File: config.mk
export PLATFORM = sky130hd
export DESIGN_NAME = mac_rx_fifo_wr_ctrl
export DESIGN_NICKNAME = d
export VERILOG_FILES = /design/src/rtl/mac_rx_fifo_wr_ctrl.sv
export SDC_FILE = /design/constraint.sdc
export NUM_CORES = 1
export LEC_CHECK = 0
export BUFFER_PORTS_ARGS = -buffer_cell sky130_fd_sc_hd__buf_2
export CORE_ASPECT_RATIO = 0.6
export CORE_MARGIN = 3
export CORE_UTILIZATION = 40
export DETAILED_ROUTE_END_ITERATION = 7
export GPL_ROUTABILITY_DRIVEN = 0
export SYNTH_ARGS = -nofsm -noshare
export SYNTH_HDL_FRONTEND = slang
export SYNTH_SLANG_ARGS = --single-unit
File: constraint.sdc
create_clock -name Clk -period 5.64 [get_ports Clk]
set_input_delay 0.282 -clock Clk [delete_from_list [all_inputs] [get_ports Clk]]
set_output_delay 0.282 -clock Clk [all_outputs]
set_load 0.1 [all_outputs]
File: src/rtl/mac_rx_fifo_wr_ctrl.sv
// mac_rx_fifo_wr_ctrl
// Write-side controller for the MAC receive packet FIFO. Packs the received
// byte stream four bytes at a time into 36-bit words (32 data bits + 4-bit
// tag) and writes them through port A of the dual-port RAM below. Good
// packets are committed to the reader by advancing Commit_ptr; bad packets
// and packets that run out of space are rewound so the reader never sees them.
//
// Ports:
//   Clk, Reset        clock, asynchronous active-high reset
//   Rx_data[7:0]      received byte, valid when Rx_data_en
//   Rx_data_end       last byte of the packet (qualified by Rx_data_en)
//   Rx_data_err       bad packet, sampled with Rx_data_end
//   Rd_ptr            reader's next read address
//   Wr_data[35:0]     RAM write data {tag[3:0], data[31:0]}
//   Wr_en, Wr_addr    RAM write strobe and address
//   Commit_ptr        one past the last word of the last committed packet
//   Pkt_commit        one-cycle pulse per committed packet
//   Pkt_drop          one-cycle pulse per discarded packet
//   Full              no free word left (one slot is always kept empty)
//   Drop_cnt          saturating count of dropped packets
//
// Handshake: the byte interface has no back-pressure. A byte is consumed in
// every cycle Rx_data_en is high; Rx_data_end/Rx_data_err are only looked at
// in such cycles. The RAM write happens in every cycle Wr_en is high, at
// Wr_addr, with Wr_data.
//
// Tag format: [35] end of packet, [34] 0, [33:32] valid bytes - 1 (only
// meaningful when [35] is set, otherwise the whole tag is 0).

module mac_rx_fifo_wr_ctrl #(
  parameter int ADDR_WIDTH     = 9,
  parameter int DROP_CNT_WIDTH = 16
) (
  input  logic                      Clk,
  input  logic                      Reset,
  input  logic [7:0]                Rx_data,
  input  logic                      Rx_data_en,
  input  logic                      Rx_data_end,
  input  logic                      Rx_data_err,
  input  logic [ADDR_WIDTH-1:0]     Rd_ptr,
  output logic [35:0]               Wr_data,
  output logic                      Wr_en,
  output logic [ADDR_WIDTH-1:0]     Wr_addr,
  output logic [ADDR_WIDTH-1:0]     Commit_ptr,
  output logic                      Pkt_commit,
  output logic                      Pkt_drop,
  output logic                      Full,
  output logic [DROP_CNT_WIDTH-1:0] Drop_cnt
);

  localparam logic [1:0] IDLE = 2'd0;
  localparam logic [1:0] PACK = 2'd1;
  localparam logic [1:0] DROP = 2'd2;

  localparam logic [ADDR_WIDTH-1:0]     ADDR_ONE = {{(ADDR_WIDTH-1){1'b0}}, 1'b1};
  localparam logic [DROP_CNT_WIDTH-1:0] CNT_ONE  = {{(DROP_CNT_WIDTH-1){1'b0}}, 1'b1};

  // state is left as a plainly named register so checkers can bind to it.
  logic [1:0]  state, state_d;
  logic [1:0]  lane, lane_d;
  // Bytes already collected for the current word; [23:16] is lane 0.
  logic [23:0] buf_q, buf_d;

  logic [ADDR_WIDTH-1:0] base_addr;    // address the next decided write lands on
  logic [ADDR_WIDTH-1:0] commit_base;  // Commit_ptr including a commit in flight
  logic [ADDR_WIDTH-1:0] free_now;
  logic [ADDR_WIDTH-1:0] free_next;
  logic [ADDR_WIDTH-1:0] wr_addr_d;
  logic                  full_now;

  logic [1:0]  eff_lane;
  logic [31:0] word;
  logic        accept;
  logic        word_due;

  logic        wr_en_d, commit_d, drop_d, rewind;
  logic [35:0] wr_data_d;

  // A write issued this cycle (Wr_en high) has not yet advanced Wr_addr, so
  // the next write goes one past it. Likewise a commit pulsing this cycle has
  // not yet moved Commit_ptr; a rewind decided now must use the new value.
  assign base_addr   = Wr_en ? (Wr_addr + ADDR_ONE) : Wr_addr;
  assign commit_base = Pkt_commit ? (Wr_addr + ADDR_ONE) : Commit_ptr;
  assign free_now    = Rd_ptr - base_addr - ADDR_ONE;
  assign full_now    = (free_now == '0);

  assign accept   = Rx_data_en && ((state == IDLE) || (state == PACK));
  assign eff_lane = (state == IDLE) ? 2'd0 : lane;
  assign word_due = Rx_data_end || (eff_lane == 2'd3);

  // Current word with the incoming byte dropped into its lane; lanes after
  // it are still zero because buf_q is cleared after every word.
  always_comb begin
    word = {buf_q, 8'h00};
    case (eff_lane)
      2'd0:    word[31:24] = Rx_data;
      2'd1:    word[23:16] = Rx_data;
      2'd2:    word[15:8]  = Rx_data;
      default: word[7:0]   = Rx_data;
    endcase
  end

  always_comb begin
    state_d   = state;
    lane_d    = lane;
    buf_d     = buf_q;
    wr_en_d   = 1'b0;
    wr_data_d = Wr_data;
    commit_d  = 1'b0;
    drop_d    = 1'b0;
    rewind    = 1'b0;

    if (accept) begin
      if (Rx_data_end && Rx_data_err) begin
        // Bad packet: discard everything written since the last commit.
        rewind  = 1'b1;
        drop_d  = 1'b1;
        state_d = IDLE;
        lane_d  = 2'd0;
        buf_d   = '0;
      end else if (word_due && full_now) begin
        rewind = 1'b1;
        lane_d = 2'd0;
        buf_d  = '0;
        if (Rx_data_end) begin
          drop_d  = 1'b1;
          state_d = IDLE;
        end else begin
          state_d = DROP;
        end
      end else if (word_due) begin
        wr_en_d   = 1'b1;
        wr_data_d = Rx_data_end ? {1'b1, 1'b0, eff_lane, word} : {4'b0000, word};
        lane_d    = 2'd0;
        buf_d     = '0;
        if (Rx_data_end) begin
          commit_d = 1'b1;
          state_d  = IDLE;
        end else begin
          state_d = PACK;
        end
      end else begin
        buf_d   = word[31:8];
        lane_d  = eff_lane + 2'd1;
        state_d = PACK;
      end
    end else if ((state == DROP) && Rx_data_en && Rx_data_end) begin
      drop_d  = 1'b1;
      state_d = IDLE;
      lane_d  = 2'd0;
    end
  end

  assign wr_addr_d = rewind ? commit_base : base_addr;
  // Full is registered against the Rd_ptr seen this cycle; a reader advance
  // shows up in Full one cycle later, while the write decision itself always
  // uses the live Rd_ptr.
  assign free_next = Rd_ptr - wr_addr_d - ADDR_ONE;

  always_ff @(posedge Clk or posedge Reset) begin
    if (Reset) begin
      state      <= IDLE;
      lane       <= 2'd0;
      buf_q      <= '0;
      Wr_data    <= '0;
      Wr_en      <= 1'b0;
      Wr_addr    <= '0;
      Commit_ptr <= '0;
      Pkt_commit <= 1'b0;
      Pkt_drop   <= 1'b0;
      Full       <= 1'b0;
      Drop_cnt   <= '0;
    end else begin
      state      <= state_d;
      lane       <= lane_d;
      buf_q      <= buf_d;
      Wr_data    <= wr_data_d;
      Wr_en      <= wr_en_d;
      Wr_addr    <= wr_addr_d;
      Commit_ptr <= commit_base;
      Pkt_commit <= commit_d;
      Pkt_drop   <= drop_d;
      Full       <= (free_next == '0);
      if (drop_d && (Drop_cnt != '1)) begin
        Drop_cnt <= Drop_cnt + CNT_ONE;
      end
    end
  end

endmodule

* Word-level counts from Yosys, hierarchy flattened
Cells that the tools add are included.
** Word-level totals
- Word-level logic and storage cells :: 80
- Bits in registers :: 102
- Bits of input ports :: 22
- Output and inout bits :: 74
** Cells by class
- Mux-type cells :: 39
- $add $sub $neg :: 7
- Equality and inequality tests :: 6
- Bitwise logic cells :: 2
- Reduce and logical (&&, ||, !) cells :: 15
** Operators by type and width (number)
- $mux 24 :: 3
- $mux 36 :: 1
- $mux 8 :: 4
- $mux 9 :: 3
- $mux 2 :: 11
- $logic_not 9->1 :: 2
- $sub 9x1->9 const B :: 2
- $sub 9x9->9 :: 2
- $mux 1 :: 17
- $add 16x1->16 const B :: 1
- $ne 16x16->1 const B :: 1
- $add 9x1->9 const B :: 1
- $eq 2x2->1 const B :: 3
- $logic_and 1x1->1 :: 6
- $eq 2x1->1 const B :: 2
- $logic_not 2->1 :: 2
- $reduce_and 4->1 :: 1
- $reduce_or 3->1 :: 1
- $add 2x1->2 const B :: 1
- $logic_or 1x1->1 :: 2
- $not 1->1 :: 2
- $reduce_bool 2->1 :: 1

* Depth between registers and ports, before layout
- Word-level depth :: 13
- Mapped depth :: 28
- Gate-level depth less buffers :: 28

* Worst setup path after synthesis
No wires, ideal clock.
- Path type :: flip-flop to flip-flop
- From :: register Wr_addr[0]
- To :: register Full
- Path buffers :: 1
- Library setup time :: 0.095 ns
- Data arrival time :: 5.732 ns
- Stages on the path, launching flop included :: 28
- Slack :: -0.187 ns
- Data required time :: 5.545 ns
- Cells stage by stage :: dfrtp_1 -> ha_1 -> nand3_1 -> nor2_1 -> nand2_1 -> xnor2_1 -> inv_1 -> ha_1 -> and3_1 -> a21o_2 -> o21ba_2 -> o211ai_2 -> a2111oi_2 -> nor2_2 -> buf_6 -> a21o_1 -> ha_1 -> inv_1 -> fa_1 -> nor2b_1 -> o21ai_0 -> a21boi_0 -> o21ai_0 -> nand2b_1 -> a31oi_1 -> xnor2_1 -> nor3_1 -> nor4b_2
** On the way
- Word-level cells in the longest chain between the ends :: 13
- Elaborated cells between the ends (all ways) :: 14
- Those cells by class :: 5 x add/sub; 6 x mux; 3 x reduce/logical
** Ends and longest elaborated chain
- start, declared :: RTL line 43 : output logic [ADDR_WIDTH-1:0] Wr_addr,
- start signal, assigned :: RTL line 179 : Wr_addr <= wr_addr_d;
- $add 9x1->9 :: RTL line 82, 83
- $mux 9 :: RTL line 82 : assign base_addr = Wr_en ? (Wr_addr + ADDR_ONE) : Wr_addr;
- $sub 9x9->9 :: RTL line 84 : assign free_now = Rd_ptr - base_addr - ADDR_ONE;
- $sub 9x1->9 :: RTL line 84
- $logic_not 9->1 :: RTL line 85 : assign full_now = (free_now == '0);
- $logic_and 1x1->1 :: RTL line 121 : end else if (word_due && full_now) begin
- $mux 1 :: RTL line 121
- $mux 1 :: RTL line 114 : if (Rx_data_end && Rx_data_err) begin
- $mux 1 :: RTL line 113 : if (accept) begin
- $mux 9 (*) :: RTL line 154 : assign wr_addr_d = rewind ? commit_base : base_addr;
- $sub 9x9->9 (*) :: RTL line 158 : assign free_next = Rd_ptr - wr_addr_d - ADDR_ONE;
- $sub 9x1->9 (*) :: RTL line 158
- $logic_not 9->1 (*) :: RTL line 183 : Full <= (free_next == '0);
- end signal, assigned :: RTL line 183
- end, declared :: RTL line 47 : output logic Full,
Mark *: on every way between the ends. The rest lies on a longest branch, timed or not.
A chain may end at the register's enable or synchronous reset.

* Final worst setup path
Ends and elaborated chain as after synthesis.

==> summary.txt <==
1st-pass router iterations -> 4
post-synthesis cell area -> 0.005567 sq mm
antenna violations before repair -> 0
worst min path class -> in -> reg
Critical Path Source Type -> flop
DP Worst Slack -> -0.09551 ns
syn avg cell area -> 10.16 sq um
Final Hold Viols -> 0
post-synthesis sequential area ratio -> 0.4540
most frequent cells in the layout -> dfrtp_1, buf_2, nor2_1, a21oi_1, nand2_1
status -> finished clean
Seq cells post-synth -> 101
critical path fanouts, max -> 6
vias in the first global route -> 4237
CTS Sinks -> 101
Die Wd -> 158.3 um
DP HPWL -> 10.80 mm
TritonCTS clock tree -> built
area leader, netlist -> dfrtp_1
ranking of synthesized cells by area -> dfrtp_1, mux2i_1, ha_1
Max Buffers Root-to-Sink -> 2
H-tree depth -> 3
Crit. End Element -> flop
Ports -> 96
commonest non-fill, non-tap cell in the layout -> dfrtp_1
pin count of the biggest net entering global routing -> 74
register clock-pin slew on the reported worst setup and hold paths -> 0.07 ns
Least-Margin Pin Slew -> 1.095 ns
Clock Tree Root -> clkbuf_16
Async S/R FF share, synth -> 1.000
via/cell ratio -> 5.390
total wire length -> 14.44 mm
share of post-route cells with drive strength above 1 -> 0.2519
relative slew slack -> 0.2641
first-pass GRT wire length -> 22.87 mm
gr ovfl total -> 0
Post-synth EDFFs -> 0
Yosys warning count -> 0
Layout area overhead -> 17.62%
endpoints failing setup -> 0
FMAX -> 189.8 MHz
diode count -> 0
core box area -> 0.01321 sq mm
max-slew violations -> 0
synthesized net count -> 592
critical path type -> reg -> reg
Data arrival, critical path -> 5.51 ns
DR DRC count -> 0
main flop type after synthesis -> dfrtp_1
Die Area -> 0.01541 sq mm
Die Ht -> 97.38 um
std cell rows -> 32
Distinct cells, synth -> 65
post-DR wirelength/cell -> 17.76 um
clk_skew -> 0.009957 ns
Mapped Cells -> 548
Min Clock Period, post-route -> 5.270 ns
Num CTS Buffers -> 9
non-filler cells, final -> 813
later-pin clock latency in the skew report -> 0.34 ns
port bufs -> 94
Tot GR Track Use -> 0.1869
Synth top area share -> 0.4540
dpl cells -> 791
routed via count -> 4382
Nets -> 682
Initial DRC Count -> 224
fin crit share -> 0.9343
Starting Density -> 0.4213
Req. time, crit path -> 5.88 ns
Worst Slack Setup Final -> 0.3703 ns
Max Cap Violations -> 0
setup_tns -> 0 ns
antenna-violating nets left -> 0
metrics by stage:
stage / hold slack (ns) / instance area [sq um] / util
global route: 0.2681 / 6548 / 0.4955
detailed placement: 0.2895 / 6167 / 0.4668
CTS: 0.2479 / 6464 / 0.4892
global placement: 0.2884 / 6167 / 0.4668
floorplan: 0.4219 / 5573 / -
finish: 0.2583 / 6548 / 0.4955
synthesized netlist by cell type, types with 2 or more instances:
library cell and instances:
dfrtp_1 101, nor2_1 54, a21oi_1 40, nand2_1 34
mux2i_1 31, o21ai_0 25, inv_1 24, a22o_1 23
xnor2_1 22, nand3_1 21, ha_1 20, xor2_1 16
clkbuf_1 15, a21o_1 10, nor3_1 8, buf_2 7
nor4_1 7, and3_1 5, buf_6 4, mux2_2 4
nand2b_1 4, nor2b_1 4, o211ai_1 4, o31ai_1 4
a32o_1 3, and2_0 3, nand4_1 3, a211o_1 2
a211oi_1 2, a21boi_0 2, a31oi_1 2, and2_1 2
fa_1 2, mux2_4 2, nor4_2 2, nor4b_1 2
o211a_1 2, o211ai_2 2, o21a_1 2, o31a_1 2
or2_2 2
cell families after synthesis:
group,synth area share
AO/OA/AOI/OAI,0.1663
buffers and inverters,0.04203
AND/OR/NAND/NOR,0.1454
XOR/XNOR,0.06810
multiplexers,0.07125
other,0.0006737
adder cells (fa/ha/maj),0.05215
flip-flops,0.4540
registers in the layout, indices dropped and copies added (netlist names):
| register | cells |
|---|---|
| Wr_en | 1 |
| Wr_data | 35 |
| Wr_addr | 9 |
| Commit_ptr | 9 |
| Full | 1 |
| Pkt_drop | 1 |
| state | 2 |
| Drop_cnt | 16 |
| Pkt_commit | 1 |
| lane | 2 |
| buf_q | 24 |
final timing paths:
path | startpoint | endpoint | slack [ns] | cells past startpoint
worst max-delay path | Wr_addr[0]$_DFF_PP0_ | Full$_DFF_PP0_ | 0.37 | 27
worst min-delay path | Rx_data[2] | Wr_data[2]$_DFFE_PP0P_ | 0.26 | 3
worst max register to register | Wr_addr[0]$_DFF_PP0_ | Full$_DFF_PP0_ | 0.37 | 27
worst min register to register | buf_q[7]$_DFFE_PP0P_ | buf_q[7]$_DFFE_PP0P_ | 0.49 | 1
max in group asynchronous | Reset | Wr_addr[1]$_DFF_PP0_ | 3.88 | 4
min in group asynchronous | Reset | Wr_data[8]$_DFFE_PP0P_ | 0.45 | 3
layer usage:
metal,part of all wire,vias to the layer above,global-route usage,wire (um)
met5,0,-,0,0
met4,0.011,0,0.04098,161
met3,0.057,14,0.04628,820
met2,0.41,120,0.2534,5898
met1,0.52,2119,0.2966,7560
li1,-,2129,-,-
worst max-delay path, cell delays in order, from the launching register on:
cell and delay (ns):
dfrtp_2 0.42, ha_2 0.24, nand3_2 0.15, nor2_2 0.17
nand2_1 0.08, xnor2_1 0.12, inv_1 0.12, ha_2 0.32
and3_1 0.23, a21o_2 0.24, nand2_1 0.08, nand4_1 0.16
a2111oi_4 0.42, nor2_2 0.15, nor2_1 0.16, a21o_1 0.11
ha_1 0.16, inv_1 0.06, fa_1 0.41, nor2b_1 0.13
o21ai_0 0.10, a21boi_1 0.24, o21ai_0 0.11, nand2b_1 0.12
a31oi_1 0.11, xnor2_1 0.20, nor3_1 0.09, nor4b_2 0.27
final cells by class:
class / count / area (sq um)
inverter: 24 / 92.59
multi-input combinational: 396 / 2872
fill: 1223 / 6665
timing repair buffer: 106 / 563.0
sequential: 101 / 2534
clock inverter: 6 / 45.04
clock buffer: 10 / 229.0
tap: 170 / 212.7
timing repair:
action / in CTS / in global routing
cloned: 0 / 0
hold buffers: 1 / 0
hold endpoints to repair: 28 / 0
pin swaps: 0 / 3
setup buffers: 0 / 5
setup endpoints to repair: 1 / 1
gates resized for setup: 2 / 11
Power is left out: the tool's default activity adds up to more than one toggle a clock period on the data nets, which glitch-free logic cannot reach.
